[src/rtl/health_monitor_seq_if.sv]
// Sample/status bus between the sensor front-end sampler and the health monitor.
// The master side drives samples and the alarm ack. The slave side returns status and alarm.
interface health_monitor_seq_if #(
    parameter int P_W  = 6,
    parameter int FD_W = 8
);
    logic            sample_valid;
    logic [P_W-1:0]  pressure_data;
    logic [3:0]      blood_ph;
    logic [2:0]      blood_type;
    logic [FD_W-1:0] fd_sensor;
    logic [FD_W-1:0] fd_factory;
    logic [7:0]      blood_sensor;
    logic [4:0]      base_temp;
    logic [3:0]      temp_coef;
    logic [3:0]      temp_sensor;
    logic            alarm_ack;

    logic            status_valid;
    logic            pressure_abn;
    logic            blood_abn;
    logic            low_temp_abn;
    logic            high_temp_abn;
    logic            fall_detected;
    logic [3:0]      glycemic_index;
    logic            alarm;
    logic [4:0]      alarm_cause;

    modport master (
        output sample_valid, pressure_data, blood_ph, blood_type, fd_sensor, fd_factory,
               blood_sensor, base_temp, temp_coef, temp_sensor, alarm_ack,
        input  status_valid, pressure_abn, blood_abn, low_temp_abn, high_temp_abn,
               fall_detected, glycemic_index, alarm, alarm_cause
    );

    modport slave (
        input  sample_valid, pressure_data, blood_ph, blood_type, fd_sensor, fd_factory,
               blood_sensor, base_temp, temp_coef, temp_sensor, alarm_ack,
        output status_valid, pressure_abn, blood_abn, low_temp_abn, high_temp_abn,
               fall_detected, glycemic_index, alarm, alarm_cause
    );
endinterface

[src/rtl/health_monitor_seq.sv]
// Two-stage vital-sign monitor. Stage 1 registers the raw abnormality flags.
// Stage 2 applies persistence counters and drives the latched alarm.
module health_monitor_seq #(
    parameter int P_W        = 6,
    parameter int P_LOW      = 10,
    parameter int P_HIGH     = 50,
    parameter int FD_W       = 8,
    parameter int FALL_DELTA = 40,
    parameter int T_LOW      = 34,
    parameter int T_HIGH     = 39,
    parameter int PERSIST    = 3
) (
    input logic               clk,
    input logic               rst_n,
    health_monitor_seq_if.slave bus
);
    localparam logic [3:0] PersistCnt = 4'(PERSIST);

    typedef struct packed {
        logic fall;
        logic highT;
        logic lowT;
        logic blood;
        logic press;
    } causeT;

    logic [8:0]  tempNow;
    logic [FD_W:0] fdA, fdB, fdDiff;
    logic        rawPress, rawBlood, rawLowT, rawHighT, rawFall;

    logic        s1Valid, s1Press, s1Blood, s1LowT, s1HighT, s1Fall;
    logic [3:0]  s1Glyc;

    logic [3:0]  pressCnt, bloodCnt, lowCnt, highCnt;
    logic [3:0]  pressNext, bloodNext, lowNext, highNext;
    logic        pressFlag, bloodFlag, lowFlag, highFlag;
    causeT       setBits;

    // Saturating persistence counter; any normal sample restarts the run.
    function automatic logic [3:0] nextCount(input logic [3:0] cnt, input logic abn);
        if (!abn)                return 4'd0;
        else if (cnt >= PersistCnt) return PersistCnt;
        else                     return cnt + 4'd1;
    endfunction

    always_comb begin
        // NOTE: every always_comb output gets a default first so no path can infer a latch.
        tempNow  = 9'(bus.base_temp) + 9'(bus.temp_coef) * 9'(bus.temp_sensor);
        fdA      = {1'b0, bus.fd_sensor};
        fdB      = {1'b0, bus.fd_factory};
        fdDiff   = (fdA > fdB) ? (fdA - fdB) : (fdB - fdA);
        rawPress = (bus.pressure_data < P_W'(P_LOW)) || (bus.pressure_data > P_W'(P_HIGH));
        rawBlood = (bus.blood_ph < 4'd7) || (bus.blood_ph > 4'd9) || (bus.blood_type == 3'b111);
        rawLowT  = tempNow < 9'(T_LOW);
        rawHighT = tempNow > 9'(T_HIGH);
        rawFall  = fdDiff > (FD_W + 1)'(FALL_DELTA);
    end

    always_comb begin
        pressNext = nextCount(pressCnt, s1Press);
        bloodNext = nextCount(bloodCnt, s1Blood);
        lowNext   = nextCount(lowCnt, s1LowT);
        highNext  = nextCount(highCnt, s1HighT);
        pressFlag = pressNext == PersistCnt;
        bloodFlag = bloodNext == PersistCnt;
        lowFlag   = lowNext == PersistCnt;
        highFlag  = highNext == PersistCnt;
        setBits   = '0;
        if (s1Valid) begin
            setBits.fall  = s1Fall;
            setBits.highT = highFlag & ~bus.high_temp_abn;
            setBits.lowT  = lowFlag & ~bus.low_temp_abn;
            setBits.blood = bloodFlag & ~bus.blood_abn;
            setBits.press = pressFlag & ~bus.pressure_abn;
        end
    end

    // NOTE: all state here updates with <= so every register sees pre-edge values.
    always_ff @(posedge clk or negedge rst_n) begin
        if (!rst_n) begin
            s1Valid            <= 1'b0;
            s1Press            <= 1'b0;
            s1Blood            <= 1'b0;
            s1LowT             <= 1'b0;
            s1HighT            <= 1'b0;
            s1Fall             <= 1'b0;
            s1Glyc             <= 4'd0;
            pressCnt           <= 4'd0;
            bloodCnt           <= 4'd0;
            lowCnt             <= 4'd0;
            highCnt            <= 4'd0;
            bus.status_valid   <= 1'b0;
            bus.pressure_abn   <= 1'b0;
            bus.blood_abn      <= 1'b0;
            bus.low_temp_abn   <= 1'b0;
            bus.high_temp_abn  <= 1'b0;
            bus.fall_detected  <= 1'b0;
            bus.glycemic_index <= 4'd0;
            bus.alarm          <= 1'b0;
            bus.alarm_cause    <= 5'd0;
        end else begin
            s1Valid <= bus.sample_valid;
            if (bus.sample_valid) begin
                s1Press <= rawPress;
                s1Blood <= rawBlood;
                s1LowT  <= rawLowT;
                s1HighT <= rawHighT;
                s1Fall  <= rawFall;
                s1Glyc  <= bus.blood_sensor[7:4];
            end

            bus.status_valid <= s1Valid;
            if (s1Valid) begin
                pressCnt           <= pressNext;
                bloodCnt           <= bloodNext;
                lowCnt             <= lowNext;
                highCnt            <= highNext;
                bus.pressure_abn   <= pressFlag;
                bus.blood_abn      <= bloodFlag;
                bus.low_temp_abn   <= lowFlag;
                bus.high_temp_abn  <= highFlag;
                bus.fall_detected  <= s1Fall;
                bus.glycemic_index <= s1Glyc;
            end

            // A set event beats a simultaneous ack, leaving only the new cause bits.
            if (bus.alarm_ack) begin
                bus.alarm       <= |setBits;
                bus.alarm_cause <= setBits;
            end else if (|setBits) begin
                bus.alarm       <= 1'b1;
                bus.alarm_cause <= bus.alarm_cause | setBits;
            end
        end
    end
endmodule
[src/flat_wrapper.sv]
// flat-port wrapper written by rule: the top's interface ports become plain ports
module health_monitor_seq_flat 
#(
    parameter int P_W        = 6,
    parameter int P_LOW      = 10,
    parameter int P_HIGH     = 50,
    parameter int FD_W       = 8,
    parameter int FALL_DELTA = 40,
    parameter int T_LOW      = 34,
    parameter int T_HIGH     = 39,
    parameter int PERSIST    = 3
)
  (clk, rst_n, bus_sample_valid, bus_pressure_data, bus_blood_ph, bus_blood_type, bus_fd_sensor, bus_fd_factory, bus_blood_sensor, bus_base_temp, bus_temp_coef, bus_temp_sensor, bus_alarm_ack, bus_status_valid, bus_pressure_abn, bus_blood_abn, bus_low_temp_abn, bus_high_temp_abn, bus_fall_detected, bus_glycemic_index, bus_alarm, bus_alarm_cause);
  health_monitor_seq_if #(.P_W(P_W), .FD_W(FD_W)) bus_i ();
  input logic clk;
  input logic rst_n;
  input wire logic [$bits(bus_i.sample_valid)-1:0] bus_sample_valid;
  input wire logic [$bits(bus_i.pressure_data)-1:0] bus_pressure_data;
  input wire logic [$bits(bus_i.blood_ph)-1:0] bus_blood_ph;
  input wire logic [$bits(bus_i.blood_type)-1:0] bus_blood_type;
  input wire logic [$bits(bus_i.fd_sensor)-1:0] bus_fd_sensor;
  input wire logic [$bits(bus_i.fd_factory)-1:0] bus_fd_factory;
  input wire logic [$bits(bus_i.blood_sensor)-1:0] bus_blood_sensor;
  input wire logic [$bits(bus_i.base_temp)-1:0] bus_base_temp;
  input wire logic [$bits(bus_i.temp_coef)-1:0] bus_temp_coef;
  input wire logic [$bits(bus_i.temp_sensor)-1:0] bus_temp_sensor;
  input wire logic [$bits(bus_i.alarm_ack)-1:0] bus_alarm_ack;
  output wire logic [$bits(bus_i.status_valid)-1:0] bus_status_valid;
  output wire logic [$bits(bus_i.pressure_abn)-1:0] bus_pressure_abn;
  output wire logic [$bits(bus_i.blood_abn)-1:0] bus_blood_abn;
  output wire logic [$bits(bus_i.low_temp_abn)-1:0] bus_low_temp_abn;
  output wire logic [$bits(bus_i.high_temp_abn)-1:0] bus_high_temp_abn;
  output wire logic [$bits(bus_i.fall_detected)-1:0] bus_fall_detected;
  output wire logic [$bits(bus_i.glycemic_index)-1:0] bus_glycemic_index;
  output wire logic [$bits(bus_i.alarm)-1:0] bus_alarm;
  output wire logic [$bits(bus_i.alarm_cause)-1:0] bus_alarm_cause;
  assign bus_i.sample_valid = bus_sample_valid;
  assign bus_i.pressure_data = bus_pressure_data;
  assign bus_i.blood_ph = bus_blood_ph;
  assign bus_i.blood_type = bus_blood_type;
  assign bus_i.fd_sensor = bus_fd_sensor;
  assign bus_i.fd_factory = bus_fd_factory;
  assign bus_i.blood_sensor = bus_blood_sensor;
  assign bus_i.base_temp = bus_base_temp;
  assign bus_i.temp_coef = bus_temp_coef;
  assign bus_i.temp_sensor = bus_temp_sensor;
  assign bus_i.alarm_ack = bus_alarm_ack;
  assign bus_status_valid = bus_i.status_valid;
  assign bus_pressure_abn = bus_i.pressure_abn;
  assign bus_blood_abn = bus_i.blood_abn;
  assign bus_low_temp_abn = bus_i.low_temp_abn;
  assign bus_high_temp_abn = bus_i.high_temp_abn;
  assign bus_fall_detected = bus_i.fall_detected;
  assign bus_glycemic_index = bus_i.glycemic_index;
  assign bus_alarm = bus_i.alarm;
  assign bus_alarm_cause = bus_i.alarm_cause;
  health_monitor_seq #(.P_W(P_W), .P_LOW(P_LOW), .P_HIGH(P_HIGH), .FD_W(FD_W), .FALL_DELTA(FALL_DELTA), .T_LOW(T_LOW), .T_HIGH(T_HIGH), .PERSIST(PERSIST)) u_core (.clk(clk), .rst_n(rst_n), .bus(bus_i));
endmodule
[config.mk]
export PLATFORM = sky130hd
export DESIGN_NAME = health_monitor_seq_flat
export DESIGN_NICKNAME = d
export VERILOG_FILES = /design/src/rtl/health_monitor_seq_if.sv /design/src/rtl/health_monitor_seq.sv /design/src/flat_wrapper.sv
export SDC_FILE = /design/constraint.sdc
export NUM_CORES = 1
export LEC_CHECK = 0
export ABC_AREA = 1
export CORE_MARGIN = 2
export CORE_UTILIZATION = 56
export CTS_CLUSTER_SIZE = 40
export DETAILED_ROUTE_END_ITERATION = 8
export PLACE_DENSITY = 0.87
export SLEW_MARGIN = 20
export SYNTH_ARGS = -nofsm -noshare
export SYNTH_HDL_FRONTEND = slang
export SYNTH_SLANG_ARGS = --single-unit
[constraint.sdc]
create_clock -name clk -period 3.8 [get_ports clk]
set_input_delay 0.38 -clock clk [delete_from_list [all_inputs] [get_ports clk]]
set_output_delay 0.38 -clock clk [all_outputs]
set_load 0.005 [all_outputs]
==> results of run 1 <==
## area by class of cell
cell class              count  area (um2)  share of cell area (%)
clock buffers               5        68.8                    1.65
repair buffers             70         683                    16.3
inverters                  97         367                    8.77
multi-input cells         298        1880                    44.9
well taps                  75        93.8                    2.24
flip-flops and latches     42        1050                    25.1
clock inverters             3        40.0                   0.958
## state kept, by name (all words and copies together), names as in the netlist, 4 cells and up
| signal | cells |
|---|---|
| u_core.highCnt | 4 |
| u_core.pressCnt | 4 |
| u_core.s1Glyc | 4 |
| u_core.bus.glycemic_index | 4 |
| u_core.bus.alarm_cause | 5 |
| u_core.lowCnt | 4 |
| u_core.bloodCnt | 4 |
## how the worst max path moves through the flow
stage / slack (ns) / end / cells after the start
final: 0.25 / u_core.s1HighT / 13
after global routing: 0.005 / u_core.s1LowT / 13
after CTS: 0.28 / u_core.s1LowT / 13
after detailed placement: -0.03 / u_core.s1HighT / 13
after global placement: 0.09 / u_core.s1LowT / 13
after floorplan: 0.68 / u_core.s1LowT / 12
## cells by family after synthesis
logic type	share of synthesized area, %
mux	1.01
buf+inv	12.2
fa+ha+maj	20.2
xor+xnor	1.84
compound gates	8.25
flops	31.5
simple gates	24.9
## power groups by stage
stage               Clock (mW)  Sequential, mW  Combinational [mW]
floorplan                    0           0.592               0.402
global placement             0           0.599               0.599
detailed placement           0           0.605               0.635
CTS                      0.349           0.597               0.641
global route             0.367           0.608               0.738
finish                   0.345           0.597               0.634
## metrics by stage
step                hold slack [ns]  setup TNS [ns]
floorplan                    0.0844               0
global placement              0.451               0
detailed placement            0.459         -0.0582
CTS                           0.223               0
global route                  0.260               0
finish                        0.200               0
## per-layer routing
metal  global-route usage, %  routed length (um)  vias up  share of wire, %
met2                    44.3                3650       46                54
met1                    24.1                2880     1370                42
met3                    2.56                 138       13               2.0
li1                        -                   -     1515                 -
met5                       0                   0        -                 0
met4                    8.14                 130        0               1.9
## cells in the final DEF (no fill, tap or decap), drive strengths merged, types with 5 or more instances in the layout
cell and n:
fa 10, o21ai 22, inv 96, nor2 41
nand3 23, clkdlybuf4s50 64, nand4 6, dfrtp 42
nand2 115, clkbuf 5, buf 6, a21oi 15
ha 38
## critical path, delay by kind of cell
kind,cells,cell delay (ns)
AOI/OAI and AO/OA,3,0.59
adders and majority gates,4,1.83
buffers and inverters,2,0.58
and+or+nand+nor,4,0.39
==> flow_summary.json, run 1 <==
{
  "synth_edf_count": 0,
  "slew_violations": 0,
  "clockBufferDepth": 2,
  "post_route_cells_drive_above_1_share_pct": 7.38,
  "drv_cap": 0,
  "cp-start-kind": "input pin",
  "synth.top_cells.by_area": "dfrtp_1, ha_1, nand2_1",
  "final_util_pct": 71.5,
  "syn_to_final_growth_pct": 25.3,
  "synth_most_common_cell": "nand2_1",
  "post-place-cells": 582,
  "fill_cells": 463,
  "antenna_found_initial": 0,
  "r2r_start": "u_core.s1Valid",
  "nets": 616,
  "holdBufCountCts": 0,
  "r2r_end": "u_core.bus.alarm",
  "boundaryPins": 70,
  "drt-initial-drc-count": 129,
  "dr.pass1.iters": 4,
  "yosysUniqueCellTypes": 39,
  "cellLeakagePower_nw": 2.27,
  "num_vias": 2944,
  "power_frac_comb_pct": 40.2,
  "timing.final.ws_setup_ns": 0.245,
  "place_area_um2": 4070,
  "grt_max_degree": 43,
  "switching_share_pct": 34.3,
  "track_usage_pct": 22.4,
  "ctsHtreeMaxLevel": 2,
  "p_clk_share_pct": 21.9,
  "path_clk_slew_ns": 0.08,
  "clock_skew_ns": 0.00566,
  "ys_ff_latch": 42,
  "status": "complete, no violations",
  "syn_area_um2": 3340,
  "synth-main-ff-cell": "dfrtp_1",
  "avgSynthCellArea_um2": 7.52,
  "insertion_delay_ns": 0.30,
  "slew-limit-headroom_pct": 33.1,
  "die_area_um2": 6590,
  "p_seq_share_pct": 37.9,
  "gp_congestion": 0.891,
  "synth_warnings": 0,
  "reg2reg_slack_ns": 1.95,
  "crit_arrival_ns": 3.75,
  "overflow": 0,
  "synth_fp_nets": 546,
  "syn_inst": 444,
  "die_w_um": 81.2,
  "yosysTopAreaCell": "dfrtp_1",
  "synth-seq-area-share_pct": 31.5,
  "numCtsBuffers": 5,
  "cts_resized": 0,
  "r2r_cells": 5,
  "totalWireLength_um": 6800,
  "p_int_mw": 1.04,
  "hold_class": "in -> async",
  "rows": 28,
  "peakVddDrop_uv": 336,
  "n_antenna_cell": 0,
  "instances_no_fill": 590,
  "cts_setup_buffers": 0,
  "cts_root_buf": "clkbuf_8",
  "wl_per_cell_um": 11.5,
  "worstPathRequired_ns": 4.00,
  "cp-end-kind": "flip-flop",
  "synthTopCellsByCount": "nand2_1, inv_1, dfrtp_1",
  "vias_per_cell": 4.99,
  "core_area_um2": 5850,
  "fin_crit_sh_pct": 93.5,
  "slowest_delay_ns": 0.53,
  "p_sw_uw": 541,
  "postRouteAntennaNets": 0,
  "final_area_um2": 4180,
  "cpMostUsedCell": "fa_1",
  "min_period_ns": 3.55,
  "synth-async-reset-ratio_pct": 100,
  "cts_tree": "built",
  "final_hold_viol_count": 0,
  "synth_top_area_share_pct": 31.5,
  "setup_violations": 0,
  "start_util_pct": 57.0,
  "grt_pass1_vias": 2950,
  "crit_type": "in -> reg",
  "powerDensity_nw_per_um2": 377,
  "path_cells": "clkdlybuf4s50_1 > nand2_1 > fa_1 > fa_1 > fa_1 > inv_1 > ha_1 > a21oi_1 > nor2_1 > o21ai_0 > nand4_1 > a21oi_1 > nor2_1",
  "dpl.hpwl_um": 5590,
  "crit_fanout": 4,
  "tightest_slew_ns": 1.00,
  "die_h_um": 81.2,
  "rsz0062_at_grt": "no",
  "grt_pass1_wl_um": 11700,
  "pre_cts_slack_ns": -0.0302,
  "io_buffers": 65,
  "crit_path_start": "bus_temp_coef[2]",
  "cts_sinks": 42,
  "fmax_mhz": 281,
  "p_total_mw": 1.58,
  "drc": 0,
  "slowest_stage": "clkdlybuf4s50_1"
}
Power figures use the tool's default switching activity.
==> inputs of run 2 (changes only) <==
CORE_UTILIZATION = 58   (was 56)
CTS_BUF_LIST = sky130_fd_sc_hd__clkbuf_4   (was default)
PLACE_DENSITY = 0.92   (was 0.87)
SLEW_MARGIN = default   (was 20)
==> flow_summary.json, run 2 (synthesized netlist as in run 1, its figures left out) <==
{
  "timing.hold.ws_ns": 0.142,
  "die_w_um": 79.9,
  "setup_violations": 0,
  "numCtsBuffers": 5,
  "track_usage_pct": 24.1,
  "mostFrequentLayoutCells": "nand2_1, inv_1, clkdlybuf4s50_1",
  "slew_violations": 0,
  "cts_resized": 0,
  "core_area_um2": 5540,
  "totalWireLength_um": 7000,
  "final_hold_viol_count": 0,
  "drv_cap": 0,
  "fin_crit_sh_pct": 92.2,
  "postRouteAntennaNets": 0,
  "cp-end-kind": "flip-flop",
  "post_route_cells_drive_above_1_share_pct": 6.82,
  "fill_cells": 442,
  "peakVddDrop_uv": 253,
  "overflow": 0,
  "io_buffers": 65,
  "rows": 27,
  "wl_per_cell_um": 12.0,
  "cts_root_buf": "clkbuf_4",
  "die_h_um": 79.9,
  "r2r_end": "u_core.bus.alarm",
  "r2r_cells": 5,
  "syn_to_final_growth_pct": 23.1,
  "antenna_found_initial": 0,
  "fmax_mhz": 285,
  "dr.pass1.iters": 4,
  "status": "complete, no violations",
  "drt-initial-drc-count": 147,
  "nets": 614,
  "r2r_start": "u_core.bloodCnt[0]",
  "die_area_um2": 6380,
  "tightest_slew_ns": 0.903,
  "rsz0062_at_grt": "no",
  "cts_tree": "built",
  "min_period_ns": 3.50,
  "timing.final.ws_setup_ns": 0.296,
  "drc": 0,
  "boundaryPins": 70,
  "regMostFlops": "u_core.bus.alarm_cause",
  "powerDensity_nw_per_um2": 355,
  "setup-tns-final_ns": 0,
  "dpl.hpwl_um": 5900,
  "num_vias": 2909,
  "final_common_cell": "nand2_1",
  "clockBufferDepth": 2,
  "largest_register_ffs": 5,
  "grt_max_degree": 43,
  "crit_fanout": 4,
  "grt_pass1_wl_um": 12500,
  "cts_setup_buffers": 0,
  "multiInputGateArea_um2": 1880,
  "cp-start-kind": "input pin",
  "crit_arrival_ns": 3.75,
  "cellLeakagePower_nw": 2.23,
  "crit_type": "in -> reg",
  "n_antenna_cell": 0,
  "holdBufCountCts": 0,
  "insertion_delay_ns": 0.35,
  "worstPathRequired_ns": 4.04,
  "ctsHtreeMaxLevel": 2,
  "path_clk_slew_ns": 0.12,
  "pre_cts_slack_ns": -0.0571,
  "gp_congestion": 0.889,
  "vias_per_cell": 4.97,
  "reg2reg_slack_ns": 2.24,
  "cts_sinks": 42,
  "grt_pass1_vias": 3107,
  "slew-limit-headroom_pct": 39.8,
  "seqCellArea_um2": 1050,
  "hold_class": "in -> async",
  "start_util_pct": 60.2,
  "clock_skew_ns": 0.00744
}
-- run 2: cell count changes in the layout (fill, tap and decap cells not counted), sizes merged --
cell,change
bufinv,-1
clkinvlp,+1
buf,-2
-- run 2: per-stage QoR --
stage / instances / utilization, % / power, mW / area (um2)
floorplan: 444 / - / 0.995 / 3340
global placement: 577 / 73.2 / 1.20 / 4050
detailed placement: 577 / 73.2 / 1.26 / 4050
CTS: 585 / 74.1 / 1.47 / 4110
global route: 585 / 74.1 / 1.59 / 4110
finish: 585 / 74.1 / 1.46 / 4110
-- run 2: how the worst max path moves through the flow --
| stage | slack (ns) | end | depth (start not counted) | from |
|---|---|---|---|---|
| final | 0.30 | u_core.s1HighT | 13 | bus_temp_sensor[3] |
| after global routing | 0.06 | u_core.s1HighT | 13 | bus_temp_sensor[3] |
| after CTS | 0.31 | u_core.s1HighT | 13 | bus_temp_sensor[3] |
| after detailed placement | -0.06 | u_core.s1HighT | 13 | bus_temp_sensor[3] |
| after global placement | 0.1 | u_core.s1LowT | 13 | bus_temp_sensor[3] |
| after floorplan | 0.68 | u_core.s1LowT | 12 | bus_temp_coef[0] |
-- run 2: report_power, final --
group          switching, mW  total [mW]  internal [mW]
Combinational          0.340       0.653          0.313
Sequential            0.0615       0.597          0.535
Clock                  0.141       0.210         0.0689
Total                  0.542        1.46          0.917
-- run 2: cell type report --
type                       count  share of cell area (%)
clock buffer                   5                   0.914
clock inverter                 3                   0.396
inverter                      97                    8.92
multi-input combinational    298                    45.7
sequential                    42                    25.6
tap                           72                    2.19
timing repair buffer          68                    16.3
-- run 2: layer usage --
metal | global-route usage (%) | share of wire, % | up-vias
li1 | - | - | 1509
met1 | 26.2 | 40 | 1315
met2 | 46.7 | 54 | 69
met3 | 2.83 | 4.0 | 16
met4 | 10.0 | 2.1 | 0
met5 | 0 | 0 | -
-- run 2: critical path, stage by stage --
cell and delay (ns):
clkdlybuf4s50_1 0.53, nand2_1 0.10, fa_1 0.51, fa_1 0.51
fa_1 0.51, inv_1 0.04, ha_1 0.30, a21oi_1 0.26
nor2_1 0.09, o21ai_0 0.15, nand4_1 0.15, a21oi_1 0.16
nor2_1 0.05
